## config.mk

```make
export PLATFORM = sky130hd
export DESIGN_NAME = uart_tx
export DESIGN_NICKNAME = d
export VERILOG_FILES = /design/src/rtl/uart_tx.sv
export SDC_FILE = /design/constraint.sdc
export NUM_CORES = 1
export LEC_CHECK = 0
export ABC_AREA = 1
export CAP_MARGIN = 20
export CORE_ASPECT_RATIO = 1.4
export CORE_MARGIN = 5
export CORE_UTILIZATION = 30
export CTS_CLUSTER_DIAMETER = 30
export DETAILED_ROUTE_END_ITERATION = 12
export GPL_TIMING_DRIVEN = 1
export PLACE_DENSITY = 0.56
export SLEW_MARGIN = 40
export SYNTH_ARGS = -nofsm -noshare
export SYNTH_HDL_FRONTEND = slang
export SYNTH_SLANG_ARGS = --single-unit
```

## constraint.sdc

```tcl
create_clock -name clk -period 1.9 [get_ports clk]
set_input_delay 0.285 -clock clk [delete_from_list [all_inputs] [get_ports clk]]
set_output_delay 0.285 -clock clk [all_outputs]
set_load 0.01 [all_outputs]
```

## src/rtl/uart_tx.sv

```systemverilog
// UART transmitter: pops one word from the TX FIFO and sends it as
// start / D_W data bits (LSB first) / optional even parity / stop bit(s).
module uart_tx #(
  parameter int D_W       = 8,
  parameter int B_TICK    = 16,
  parameter int PARITY_EN = 0,
  parameter int STOP_BITS = 1
) (
  input  logic           clk,
  input  logic           rst,
  input  logic           baud_tick,
  input  logic           tx_en,
  input  logic           fifo_empty,
  input  logic [D_W-1:0] fifo_data,
  output logic           fifo_rd_en,
  output logic           txd,
  output logic           tx_busy,
  output logic           tx_done
);

  localparam int TICK_W = $clog2(B_TICK) + 1;
  localparam int BIT_W  = $clog2(D_W) + 1;

  localparam logic [2:0] S_IDLE   = 3'd0;
  localparam logic [2:0] S_LOAD   = 3'd1;
  localparam logic [2:0] S_START  = 3'd2;
  localparam logic [2:0] S_DATA   = 3'd3;
  localparam logic [2:0] S_PARITY = 3'd4;
  localparam logic [2:0] S_STOP   = 3'd5;

  localparam logic [2:0]        S_AFTER_DATA = (PARITY_EN != 0) ? S_PARITY : S_STOP;
  localparam logic [TICK_W-1:0] TICK_LAST    = TICK_W'(B_TICK - 1);
  localparam logic [BIT_W-1:0]  DATA_LAST    = BIT_W'(D_W - 1);
  localparam logic [BIT_W-1:0]  STOP_LAST    = BIT_W'(STOP_BITS - 1);

  logic [2:0]        state_q, state_d;
  logic [TICK_W-1:0] tick_q, tick_d;
  logic [BIT_W-1:0]  bit_q, bit_d;
  logic [D_W-1:0]    sh_q, sh_d;
  logic              par_q, par_d;
  logic              txd_q, txd_d;
  logic              bit_end;

  assign bit_end = baud_tick && (tick_q == TICK_LAST);

  always_comb begin
    state_d    = state_q;
    tick_d     = tick_q;
    bit_d      = bit_q;
    sh_d       = sh_q;
    par_d      = par_q;
    fifo_rd_en = 1'b0;
    tx_done    = 1'b0;

    // Ticks only advance once a frame is on the wire.
    if (state_q >= S_START && baud_tick)
      tick_d = bit_end ? '0 : tick_q + TICK_W'(1);

    case (state_q)
      S_IDLE: begin
        if (rst && tx_en && !fifo_empty) begin
          fifo_rd_en = 1'b1;
          state_d    = S_LOAD;
        end
      end
      S_LOAD: begin
        sh_d    = fifo_data;
        par_d   = ^fifo_data;
        tick_d  = '0;
        bit_d   = '0;
        state_d = S_START;
      end
      S_START: begin
        if (bit_end) state_d = S_DATA;
      end
      S_DATA: begin
        if (bit_end) begin
          sh_d = sh_q >> 1;
          if (bit_q == DATA_LAST) begin
            bit_d   = '0;
            state_d = S_AFTER_DATA;
          end else begin
            bit_d = bit_q + BIT_W'(1);
          end
        end
      end
      S_PARITY: begin
        if (bit_end) state_d = S_STOP;
      end
      S_STOP: begin
        if (bit_end) begin
          if (bit_q == STOP_LAST) begin
            tx_done = 1'b1;
            bit_d   = '0;
            state_d = S_IDLE;
          end else begin
            bit_d = bit_q + BIT_W'(1);
          end
        end
      end
      default: state_d = S_IDLE;
    endcase

    // Line level follows the state being entered so txd lines up with state_q.
    case (state_d)
      S_START:  txd_d = 1'b0;
      S_DATA:   txd_d = sh_d[0];
      S_PARITY: txd_d = par_d;
      default:  txd_d = 1'b1;
    endcase
  end

  always_ff @(posedge clk or negedge rst) begin
    if (!rst) begin
      state_q <= S_IDLE;
      tick_q  <= '0;
      bit_q   <= '0;
      sh_q    <= '0;
      par_q   <= 1'b0;
      txd_q   <= 1'b1;
    end else begin
      state_q <= state_d;
      tick_q  <= tick_d;
      bit_q   <= bit_d;
      sh_q    <= sh_d;
      par_q   <= par_d;
      txd_q   <= txd_d;
    end
  end

  assign txd     = txd_q;
  assign tx_busy = (state_q != S_IDLE) || fifo_rd_en;

endmodule

```

==> results.py, run 1 <==
metrics = {
    "outcome": {
        "outcome": "completed",
    },
    "clock_network": {
        "clk_pin_slew_ps": 80,
        "htree_levels": 1,
        "clock_path_buffers": 2,
        "cts_setup_buffers": 0,
        "cts_buffers": 3,
        "cts_tree": "yes",
        "clk_latency_ps": 260,
        "clock-sinks": 22,
        "cts_root_buffer": "clkbuf_8",
    },
    "critical_path": {
        "cp.depth": 6,
        "cp.arrival_ps": 1420,
        "r2r_cells": 8,
        "crit_slowest_cell": "dfrtp_1",
        "rr_endpoint": "sh_q[3]",
        "crit_type": "register to primary output",
        "startpoint_type": "register",
        "cpMostUsedCell": "nand3_1",
        "path_cells": "ha_2 > nand3_1 > nor2_4 > nand3_1 > nor2_1 > clkbuf_2",
        "crit_buf_inv": 1,
        "path_max_fanout": 3,
        "max_stage_delay_ps": 380,
        "timing.rr.start": "tick_q[0]",
        "timing.critical_path.to": "tx_done",
        "critPathRequiredTime_ps": 1620,
        "critPathTopFamily": "simple AND/OR/NAND/NOR gates",
        "setup.worst_path.start": "tick_q[0]",
        "crit_path_end_kind": "primary output",
        "r2r_slack_ps": 300,
    },
    "power_and_ir_drop": {
        "p_leak_nw": 0.744,
        "combPwrFrac_pct": 45.4,
        "seq_power_share_pct": 38.8,
        "p_sw_mw": 0.740,
        "vdd_drop_max_uv": 437,
        "pwr-share-clk_pct": 15.8,
        "p_per_area_nw_per_um2": 1170,
        "intPower_mw": 1.15,
        "p_sw_share_pct": 39.2,
    },
    "cells_and_area": {
        "register_area_sq_um": 554,
        "drive_gt1_share_pct": 18.1,
        "fin_area_sq_um": 1620,
        "instances_no_fill": 227,
        "layout.nets": 199,
        "fillers": 428,
        "antenna_cells": 0,
        "multi_input_area_sq_um": 639,
        "area_growth_pct": 25.8,
    },
    "place": {
        "post_dp_cell_area_sq_um": 1570,
        "place_congestion": 0.810,
        "hpwl_um": 2320,
        "dpl.cell_count": 223,
        "port_buffers": 16,
    },
    "grt": {
        "grt_antenna_before_repair": 0,
        "grt_start_max_net_pins": 23,
        "grt_usage_pct": 11.6,
        "globalRouteOverflowTotal": 0,
        "grt_first_pass_wirelength_um": 5210,
        "grt_pass1_vias": 1180,
    },
    "timing": {
        "finalHoldViolCount": 0,
        "setup_viol": 0,
        "slew_violations": 0,
        "rsz0062_at_grt": "false",
        "clock_skew_ps": 5.29,
        "min_period_ps": 1710,
        "max_freq_mhz": 586,
        "tns_ps": 0,
        "maxSlewHeadroom_pct": 65.8,
        "worstMarginPinSlew_ps": 507,
        "finalCritPeriodShare_pct": 89.8,
    },
    "synthesis": {
        "async_reset_ff_share_pct": 100,
        "yosysMostFrequentCell": "nand2_1",
        "synth-simple-area-share_pct": 28.8,
        "synth_top_family_by_area": "simple AND/OR/NAND/NOR gates",
        "syn_inst": 153,
        "synth_top_area_share_pct": 40.8,
        "synth_warnings": 0,
        "yosysUniqueCellTypes": 32,
        "synth-compound-area-share_pct": 12.0,
        "seq_area_frac_synth_pct": 42.9,
        "synthFlopType": "dfrtp_1",
        "synthMuxAreaShare_pct": 0,
        "yosysTopAreaCell": "dfrtp_1",
        "synth_seq_cells": 22,
        "yosys-top-cells-area": "dfrtp_1 41%, nand2_1 8.2%, inv_1 5.8%",
        "synth-xor-area-share_pct": 5.44,
        "synth_edf_count": 0,
        "synthAdderAreaFrac_pct": 2.92,
        "syn_nets": 169,
        "synth_commonest_cells": "28 x nand2_1, 21 x dfrtp_1, 20 x inv_1",
        "synth_area_sq_um": 1290,
        "avgSynthCellArea_sq_um": 8.41,
    },
    "drt": {
        "wl_per_cell_um": 12.8,
        "met2_length_um": 1580,
        "avgViaCountPerCell": 4.96,
        "ant_nets": 0,
        "wl_met3_um": 53,
        "drcViolationCount": 0,
        "dr.first_iter.drc_count": 41,
        "first_pass_iters": 4,
        "wirelength_um": 2920,
        "highest_layer": "met4",
        "wl_met1_um": 1240,
        "vias": 1127,
    },
    "floorplanning": {
        "coreArea_sq_um": 4200,
        "rows": 28,
        "die_w_um": 65.4,
        "die-area_sq_um": 5720,
        "start_util_pct": 30.6,
        "die_h_um": 87.5,
        "pin_count": 17,
    },
    "hold_path": {
        "min_path_type": "primary input to async pin",
    },
    "job": {
        "cap_violations": 0,
    },
}
## layer usage
metal,track usage [%],vias up
met1,13.3,533
met3,0.775,4
met4,5.09,0
met2,21.6,19
met5,0,-
li1,-,571
## repair_timing
action                                  in CTS  in global routing
endpoints found under the setup margin       2                  2
resized for setup                            5                  4
hold buffers                                 0                  0
## power by group through the flow
stage | clock (mW) | sequential [mW] | combinational (mW)
2_1_floorplan | 0 | 0.732 | 0.608
3_3_place_gp | 0 | 0.733 | 0.835
3_5_place_dp | 0 | 0.742 | 0.856
4_1_cts | 0.308 | 0.733 | 0.863
5_1_grt | 0.325 | 0.756 | 0.983
6_report | 0.299 | 0.733 | 0.856
## metrics by stage
stage | power, mW | hold slack [ps] | util, % | setup slack [ps]
global route | 2.06 | 532 | 38.5 | 66.4
global placement | 1.57 | 526 | 37.3 | -13.0
CTS | 1.90 | 520 | 38.5 | 15.6
finish | 1.89 | 495 | 38.5 | 195
floorplan | 1.34 | -10.6 | - | 483
detailed placement | 1.60 | 535 | 37.3 | -40.9
## cells in the final DEF, fill, tap and decap left out, types with 5 or more instances in the layout
cell type,n
nand4_1,5
buf_4,10
o21ai_0,9
inv_1,20
nor2_1,6
xnor2_1,5
nand2_1,28
clkdlybuf4s50_1,13
dfrtp_1,19
nand3_1,15
o221ai_1,5
## registers in the layout, summed over array words and instances, names as in the netlist
signal   flops
sh_q         8
bit_q        4
state_q      3
txd          1
par_q        1
tick_q       5
## cells by family (layout without fill, tap and decap cells)
family          count (synthesis)  in the layout
fa+ha+maj                       3              3
buf+inv                        25             54
compound gates                 24             24
xor+xnor                        8              8
flops                          22             22
simple gates                   71             71
## how the worst min path moves through the flow
stage          startpoint        to  slack, ps  cells past startpoint
6_report              rst   sh_q[3]        490                      2
5_1_grt               rst   sh_q[3]        530                      2
4_1_cts               rst   sh_q[3]        520                      2
3_5_place_dp      sh_q[0]   sh_q[0]        530                      2
3_3_place_gp      sh_q[0]   sh_q[0]        530                      2
2_1_floorplan         rst  bit_q[0]        -10                      0
## final cells by class
type	instances	share of cell area, %
clock buffers	4	2.78
inverters	24	5.72
multi-input cells	106	39.5
flip-flops and latches	22	34.2
well taps	45	3.48
repair buffers	26	14.3
No activity file was read; power rests on OpenSTA's default activity.
==> run 2: changes to the inputs <==
--- a/config.mk
+++ b/config.mk
@@ -5,15 +5,13 @@
 export SDC_FILE = /design/constraint.sdc
 export NUM_CORES = 1
 export LEC_CHECK = 0
-export ABC_AREA = 1
 export CAP_MARGIN = 20
 export CORE_ASPECT_RATIO = 1.4
-export CORE_MARGIN = 5
-export CORE_UTILIZATION = 30
+export CORE_UTILIZATION = 54
 export CTS_CLUSTER_DIAMETER = 30
 export DETAILED_ROUTE_END_ITERATION = 12
 export GPL_TIMING_DRIVEN = 1
-export PLACE_DENSITY = 0.56
+export PLACE_DENSITY = 0.85
 export SLEW_MARGIN = 40
 export SYNTH_ARGS = -nofsm -noshare
 export SYNTH_HDL_FRONTEND = slang
==> results.py, run 2 <==
metrics = {
    "drt": {
        "dr.first_iter.drc_count": 32,
        "wl_per_cell_um": 15.3,
        "drcViolationCount": 4,
        "ant_nets": 0,
        "wirelength_um": 3000,
        "vias": 1196,
        "avgViaCountPerCell": 6.10,
        "first_pass_iters": 8,
    },
    "critical_path": {
        "r2r_slack_ps": 30,
        "startpoint_type": "register",
        "crit_path_end_kind": "primary output",
        "crit_slowest_cell": "dfrtp_1",
        "critPathTopFamily": "simple AND/OR/NAND/NOR gates",
        "cp.arrival_ps": 1580,
        "crit_type": "register to primary output",
        "critPathRequiredTime_ps": 1620,
        "crit_buf_inv": 1,
        "path_cells": "ha_2 > and4b_4 > and3_4 > nand2_2 > nor2_1 > buf_2",
        "path_max_fanout": 2,
        "max_stage_delay_ps": 390,
    },
    "synthesis": {
        "synth_seq_cells": 22,
        "yosysMostFrequentCell": "dfrtp_1",
        "syn_nets": 152,
        "yosysTopAreaCell": "dfrtp_1",
        "synth_edf_count": 0,
        "seq_area_frac_synth_pct": 42.3,
        "synth_warnings": 0,
        "synth_top_area_share_pct": 40.3,
        "async_reset_ff_share_pct": 100,
        "avgSynthCellArea_sq_um": 9.59,
        "synth_commonest_cells": "21 x dfrtp_1, 12 x nand2_1, 12 x o22ai_1",
        "yosysUniqueCellTypes": 42,
        "syn_inst": 136,
        "yosys-top-cells-area": "dfrtp_1 40%, o22ai_1 5.8%, xnor2_1 4.7%",
        "synthFlopType": "dfrtp_1",
        "synth_area_sq_um": 1300,
    },
    "clock_network": {
        "ctsHoldBuffers": 0,
        "clk_pin_slew_ps": 120,
        "cts_buffers": 3,
        "clock_path_buffers": 2,
        "clock-sinks": 22,
        "cts_root_buffer": "clkbuf_4",
        "htree_levels": 1,
        "clk_latency_ps": 310,
        "cts_tree": "yes",
    },
    "power_and_ir_drop": {
        "p_per_area_nw_per_um2": 864,
        "total_power_mw": 1.45,
        "vdd_drop_max_uv": 590,
        "p_leak_nw": 0.756,
    },
    "timing": {
        "finalHoldViolCount": 0,
        "slew_violations": 0,
        "max_freq_mhz": 535,
        "setup_viol": 0,
        "clock_skew_ps": 2.33,
        "maxSlewHeadroom_pct": 79.5,
        "min_period_ps": 1870,
        "rsz0062_at_grt": "true",
        "worstMarginPinSlew_ps": 307,
        "hold_slack_ps": 351,
        "fin_ws_ps": 30.7,
        "finalCritPeriodShare_pct": 98.4,
    },
    "floorplanning": {
        "coreArea_sq_um": 2230,
        "pin_count": 17,
        "start_util_pct": 58.5,
        "die-area_sq_um": 2620,
        "die_h_um": 60.1,
        "die_w_um": 43.5,
        "rows": 20,
    },
    "cells_and_area": {
        "antenna_cells": 0,
        "layout_common_cells": "26 x buf_4, 21 x dfrtp_1, 13 x clkdlybuf4s50_1, 12 x o22ai_1, 11 x nand2_1",
        "regMostFlops": "sh_q",
        "register_area_sq_um": 552,
        "drive_gt1_share_pct": 28.7,
        "final_common_cell": "buf_4",
        "fillers": 167,
        "layout.nets": 191,
        "largest_reg_flops": 8,
        "multi_input_area_sq_um": 707,
        "reg.largest.list": "sh_q (8), tick_q (5), bit_q (4)",
        "fin_util_pct": 75.5,
        "area_growth_pct": 29.0,
    },
    "hold_path": {
        "min_path_type": "primary input to async pin",
    },
    "grt": {
        "grt_usage_pct": 25.2,
        "grt_pass1_vias": 1195,
        "grt_first_pass_wirelength_um": 4910,
        "grt_start_max_net_pins": 23,
        "grt_antenna_before_repair": 0,
        "globalRouteOverflowTotal": 0,
    },
    "place": {
        "port_buffers": 16,
        "place_congestion": 0.833,
        "pre_cts_slack_ps": -276,
        "hpwl_um": 2270,
    },
    "outcome": {
        "violations": "design-rule violations",
        "outcome": "finished, violations left",
    },
    "job": {
        "cap_violations": 0,
    },
}
-- run 2: changes by cell type after synthesis, sizes merged, moves of 4 or more --
cell / before / now
a21oi: 3 / 7
o221ai: 5 / 0
clkbuf: 0 / 4
o22ai: 0 / 12
nand4: 7 / 0
nand3: 17 / 5
inv: 24 / 4
nand2: 31 / 13
-- run 2: timing repair --
item / in CTS / in global routing
endpoints found under the hold margin: 0 / 0
gates resized for setup: 7 / 7
pin swaps: 1 / 1
buffers inserted: 0 / 3
setup endpoints to repair: 3 / 8
-- run 2: kinds of logic (layout without fill, tap and decap cells) --
| kind of cell | count (synthesis) | after routing | synth area share [%] |
|---|---|---|---|
| AND/OR/NAND/NOR | 47 | 47 | 20.9 |
| AO/OA/AOI/OAI | 42 | 42 | 21.6 |
| flip-flops | 22 | 22 | 42.3 |
| buffers and inverters | 12 | 50 | 5.09 |
| XOR/XNOR | 7 | 7 | 4.70 |
| adder cells (fa/ha/maj) | 4 | 4 | 3.74 |
| multiplexers | 2 | 2 | 1.63 |
-- run 2: final cells by class --
cell class | instances | share of cell area [%]
repair buffers | 42 | 20.5
multi-input cells | 102 | 42.0
flip-flops and latches | 22 | 32.8
clock buffers | 4 | 2.16
well taps | 22 | 1.64
inverters | 4 | 0.893
-- run 2: final timing paths --
path | startpoint | endpoint | cells after the start
worst min-delay path | rst | tick_q[4] | 2
worst max-delay path | tick_q[0] | tx_done | 6
max in group asynchronous | rst | txd | 2
worst max register to register | tick_q[0] | bit_q[3] | 7
worst min register to register | sh_q[7] | sh_q[7] | 1
min in group clk | sh_q[7] | sh_q[7] | 1
-- run 2: per-stage QoR --
stage | area, sq um | cells | setup TNS, ps
finish | 1680 | 196 | 0
global route | 1680 | 196 | -45.2
CTS | 1640 | 193 | 0
detailed placement | 1610 | 189 | -922
global placement | 1610 | 189 | -678
floorplan | 1300 | 136 | 0
-- run 2: metal layers --
metal | vias up | GRT usage, % | share of wire (%)
li1 | 574 | - | -
met1 | 598 | 27.1 | 40
met2 | 18 | 49.4 | 56
met3 | 6 | 1.81 | 2.0
met4 | 0 | 10.7 | 1.6
met5 | - | 0 | 0
-- run 2: report_power, final --
| group | switching (mW) | internal, mW |
|---|---|---|
| sequential | 0.0677 | 0.558 |
| combinational | 0.264 | 0.304 |
| clock | 0.142 | 0.117 |
==> patch 1 (config.mk and constraints of run 1) <==
The output `txd` loses its register stage (`txd_q` becomes a continuous assignment).
--- a/src/rtl/uart_tx.sv
+++ b/src/rtl/uart_tx.sv
@@ -118,5 +118,4 @@
       sh_q    <= '0;
       par_q   <= 1'b0;
-      txd_q   <= 1'b1;
     end else begin
       state_q <= state_d;
@@ -125,7 +124,8 @@
       sh_q    <= sh_d;
       par_q   <= par_d;
-      txd_q   <= txd_d;
     end
   end
+
+  assign txd_q = txd_d;
 
   assign txd     = txd_q;
Function: changed (Yosys sat finds a counterexample within 4 cycles, from zero or initial values and one cycle with rst low).
==> patch 1 against run 1 <==
- the flow now finishes with violations (setup timing)
- global-route usage rose by 0.25 points
- setup slack lost 0.39 ns
- design area up 19%
- cell count rose by 11%
- wire length rose by 6.2%
- highest routed layer unchanged
- synthesized area fell by 2.7%
- first-iteration DRC count down 54%
- critical path type unchanged
- sequential cell count is 1 lower
- die area is 2.4% lower
- total power shrank 18%
==> patch 1: results (changes against run 1) <==
[status]
status=finished with violations
violations=setup timing

[setup_path]
rrSetupSlack_ns=0.25  ; -0.05 ns
r2r.worst_path.cells=10  ; +2
r2r_end=bit_q[1]
endpoint=txd
max_stage_delay_ns=0.40  ; +0.02 ns
critPathMaxFanout=7  ; +4
cp_data_arrival_time_ns=1.81  ; +0.39 ns

[pwr]
irDropWorstVdd_v=0.000449  ; +2.7%
p_leak_uw=0.000921  ; +24%
p_comb_share_pct=41.4  ; -4.0 points
switching_power_uw=493  ; -33%
p_per_area_nw_per_um2=805  ; -31%
p_seq_share_pct=39.9  ; +1.1 points

[cells_and_area]
n_all_inverters=26  ; +8.3%
fin_cells=253  ; +11%
n_all_buffers=60  ; +130%
multi_input_area_share_pct=36.0  ; -3.5 points
drive_gt1_share_pct=34.8  ; +17 points
multi_input_cells=99  ; -6.6%
clock_buffers=3  ; -1
fillers=395  ; -7.7%
nNetsFinal=227  ; +14%
buf_share_pct=26.2  ; +12 points
seqCellArea_um2=526  ; -5.2%
seq_cells=21  ; -4.5%
clkCellAreaFrac_pct=2.40  ; -0.38 points
seq_share_pct=27.3  ; -6.9 points

[cts]
clockBufferDepth=2  ; unchanged

[global_route]
antenna_found_initial=0  ; unchanged
grt_max_degree=22  ; -4.3%
grt_use_total_pct=11.8  ; +0.25 points
grt_pass1_vias=1339  ; +13%
grt_pass1_wl_um=5400  ; +3.6%

[timing]
final.setup.tns_ns=-0.320  ; -0.320 ns
finalClockSkew_ns=0.00705  ; +0.00176 ns
whs_ns=0.417  ; -0.0778 ns
setup_viol=2  ; +2
timing.final.ws_setup_ns=-0.195  ; -0.390 ns

[placed_design]
numPlacedInstances=237  ; +6.3%
post-place-ws_ns=-0.451  ; -0.411 ns
routabilityCongestion=0.778  ; -4.0%
dpl.hpwl_um=2370  ; +2.5%
placed_area_um2=1720  ; +9.7%

[synthesis]
synthMuxAreaShare_pct=0.799  ; +0.80 points
synth_nets=162  ; -4.1%
synthAdderAreaFrac_pct=3.00  ; +0.082 points
netlist_instances=146  ; -4.6%
ys.flop_type=dfrtp_1
ys_seq_area_share_pct=42.0  ; -0.90 points
synth.area.top_cells=dfrtp_1 42%, nand2_1 8.1%, inv_1 6.6%, nand3_1 4.4%, o21ai_0 3.6%
synth-compound-area-share_pct=13.8  ; +1.8 points
ys_types=30  ; -6.3%
synth_xor_area_share_pct=6.29  ; +0.85 points

[routing]
drt-total-wl_um=3100  ; +6.2%
vias=1208  ; +7.2%
drt_iter0_drc=19  ; -54%

[die]
core_um2=3990  ; -5.2%

==> patch 1: cell types whose count changed after synthesis, moves of 2 or more <==
cell,delta
nand3_1,-4
inv_1,+2
nand2b_1,-2
nand3_2,-2
nand4_2,-2
nor2_1,-2
nor3_1,+2
o22ai_1,+2
==> patch 1: logic make-up (layout without fill, tap and decap cells) <==
kind of cell | after synthesis | in the layout
AOI/OAI and AO/OA | 26 | 26
xor gates and xnor gates | 9 | 9
adders and majority gates | 3 | 3
buffers and inverters | 26 | 90
DFF | 21 | 21
muxes | 1 | 1
and+or+nand+nor | 60 | 60
==> patch 1: timing repair <==
action	in CTS	in global routing
setup buffers	7	5
endpoints found under the hold margin	0	0
pin swaps	12	7
setup endpoints to repair	4	4
hold buffers	0	0
gates resized for setup	21	7
gates cloned	0	0
==> patch 1: metal layers <==
metal  routed length [um]  global-route usage, %
met1                 1230                   12.9
met2                 1730                   23.1
met3                  112                   1.82
met4                   30                   3.27
met5                    0                      0
==> patch 2 (flow settings as in run 1) <==
Made on the original files. Change the parameter `PARITY_EN` from 0 to 1.
--- a/src/rtl/uart_tx.sv
+++ b/src/rtl/uart_tx.sv
@@ -4,5 +4,5 @@
   parameter int D_W       = 8,
   parameter int B_TICK    = 16,
-  parameter int PARITY_EN = 0,
+  parameter int PARITY_EN = 1,
   parameter int STOP_BITS = 1
 ) (
Function: no difference found for any inputs over 10 cycles, from zero or initial values and one cycle with rst low; that may be too few to reach the edited logic, so the function may still have changed.
==> patch 2 against run 1 <==
- total power down 15%
- design area up 8.6%
- wire length up 4.5%
- synthesized area up 4.3%
- hold slack worse by 0.036 ns
- fmax down 3.2%
- clock skew down 0.0044 ns
- sequential power down 0.7%
- sequential cell count unchanged
- setup slack worse by 0.057 ns
- critical path type unchanged
- largest power group is now registers
==> patch 2: results (changes against run 1) <==
[cells_and_area]
seq_share_pct=31.4  ; -2.8 points
clkCellAreaFrac_pct=3.13  ; +0.35 points
fillers=469  ; +9.6%
n_all_inverters=23  ; -4.2%
syn2layout_area_growth_pct=30.9
drive_gt1_share_pct=26.3  ; +8.2 points
multi_input_area_um2=718  ; +12%
n_all_buffers=31  ; +19%

[status]
status=complete, no violations

[synthesis]
ys_types=35  ; +9.4%
synth_nets=172  ; +1.8%
synth_xor_area_share_pct=6.52  ; +1.1 points
synth_area_um2=1340  ; +4.3%
synth.area.top_cells=dfrtp_1 39%, nand2_1 9.8%, inv_1 5.6%, nand3_1 4.5%, o21ai_2 3.9%
ys_seq_area_share_pct=41.1  ; -1.8 points
synthAdderAreaFrac_pct=2.80  ; -0.12 points

[routing]
drt_iter0_drc=13  ; -68%
met3WireLength_um=69  ; +30%
vias=1147  ; +1.8%
met1_length_um=1150  ; -6.6%

[global_route]
use_met2_pct=22.6  ; +1.0 points
met3_usage_pct=1.89  ; +1.1 points
grt_pass1_wl_um=5300  ; +1.7%
grt_use_total_pct=11.8  ; +0.23 points

[setup_path]
r2r_end=bit_q[0]
r2r-start=tick_q[1]
max_stage_delay_ns=0.41  ; +0.03 ns
cp-startpoint=bit_q[0]

[pwr]
intPower_uw=1090  ; -4.7%
irDropWorstVdd_v=0.000286  ; -35%

[timing]
finalClockSkew_ns=0.000910  ; -0.00438 ns

[placed_design]
routabilityCongestion=0.825  ; +1.8%
placed_area_um2=1660  ; +5.7%

## patch 2: worst min-delay path by stage
stage | startpoint | end | slack (ns) | depth (start not counted)
floorplan | rst | bit_q[0] | -0.01 | 0
detailed placement | sh_q[7] | sh_q[7] | 0.52 | 2
finish | rst | tick_q[2] | 0.46 | 2
global placement | sh_q[7] | sh_q[7] | 0.51 | 2
global route | rst | bit_q[2] | 0.49 | 2
CTS | rst | bit_q[2] | 0.49 | 2
## patch 2: power groups by stage
stage / clock, uW / sequential [uW] / combinational (uW)
5_1_grt: 367 / 746 / 611
2_1_floorplan: 0 / 711 / 311
3_5_place_dp: 0 / 722 / 497
6_report: 341 / 728 / 531
3_3_place_gp: 0 / 715 / 474
4_1_cts: 355 / 714 / 505
## patch 2: timing repair
item,CTS,global route
setup buffers,0,3
pin swaps,0,4
gates resized for setup,7,8
setup endpoints to repair,2,2
hold buffers,0,0
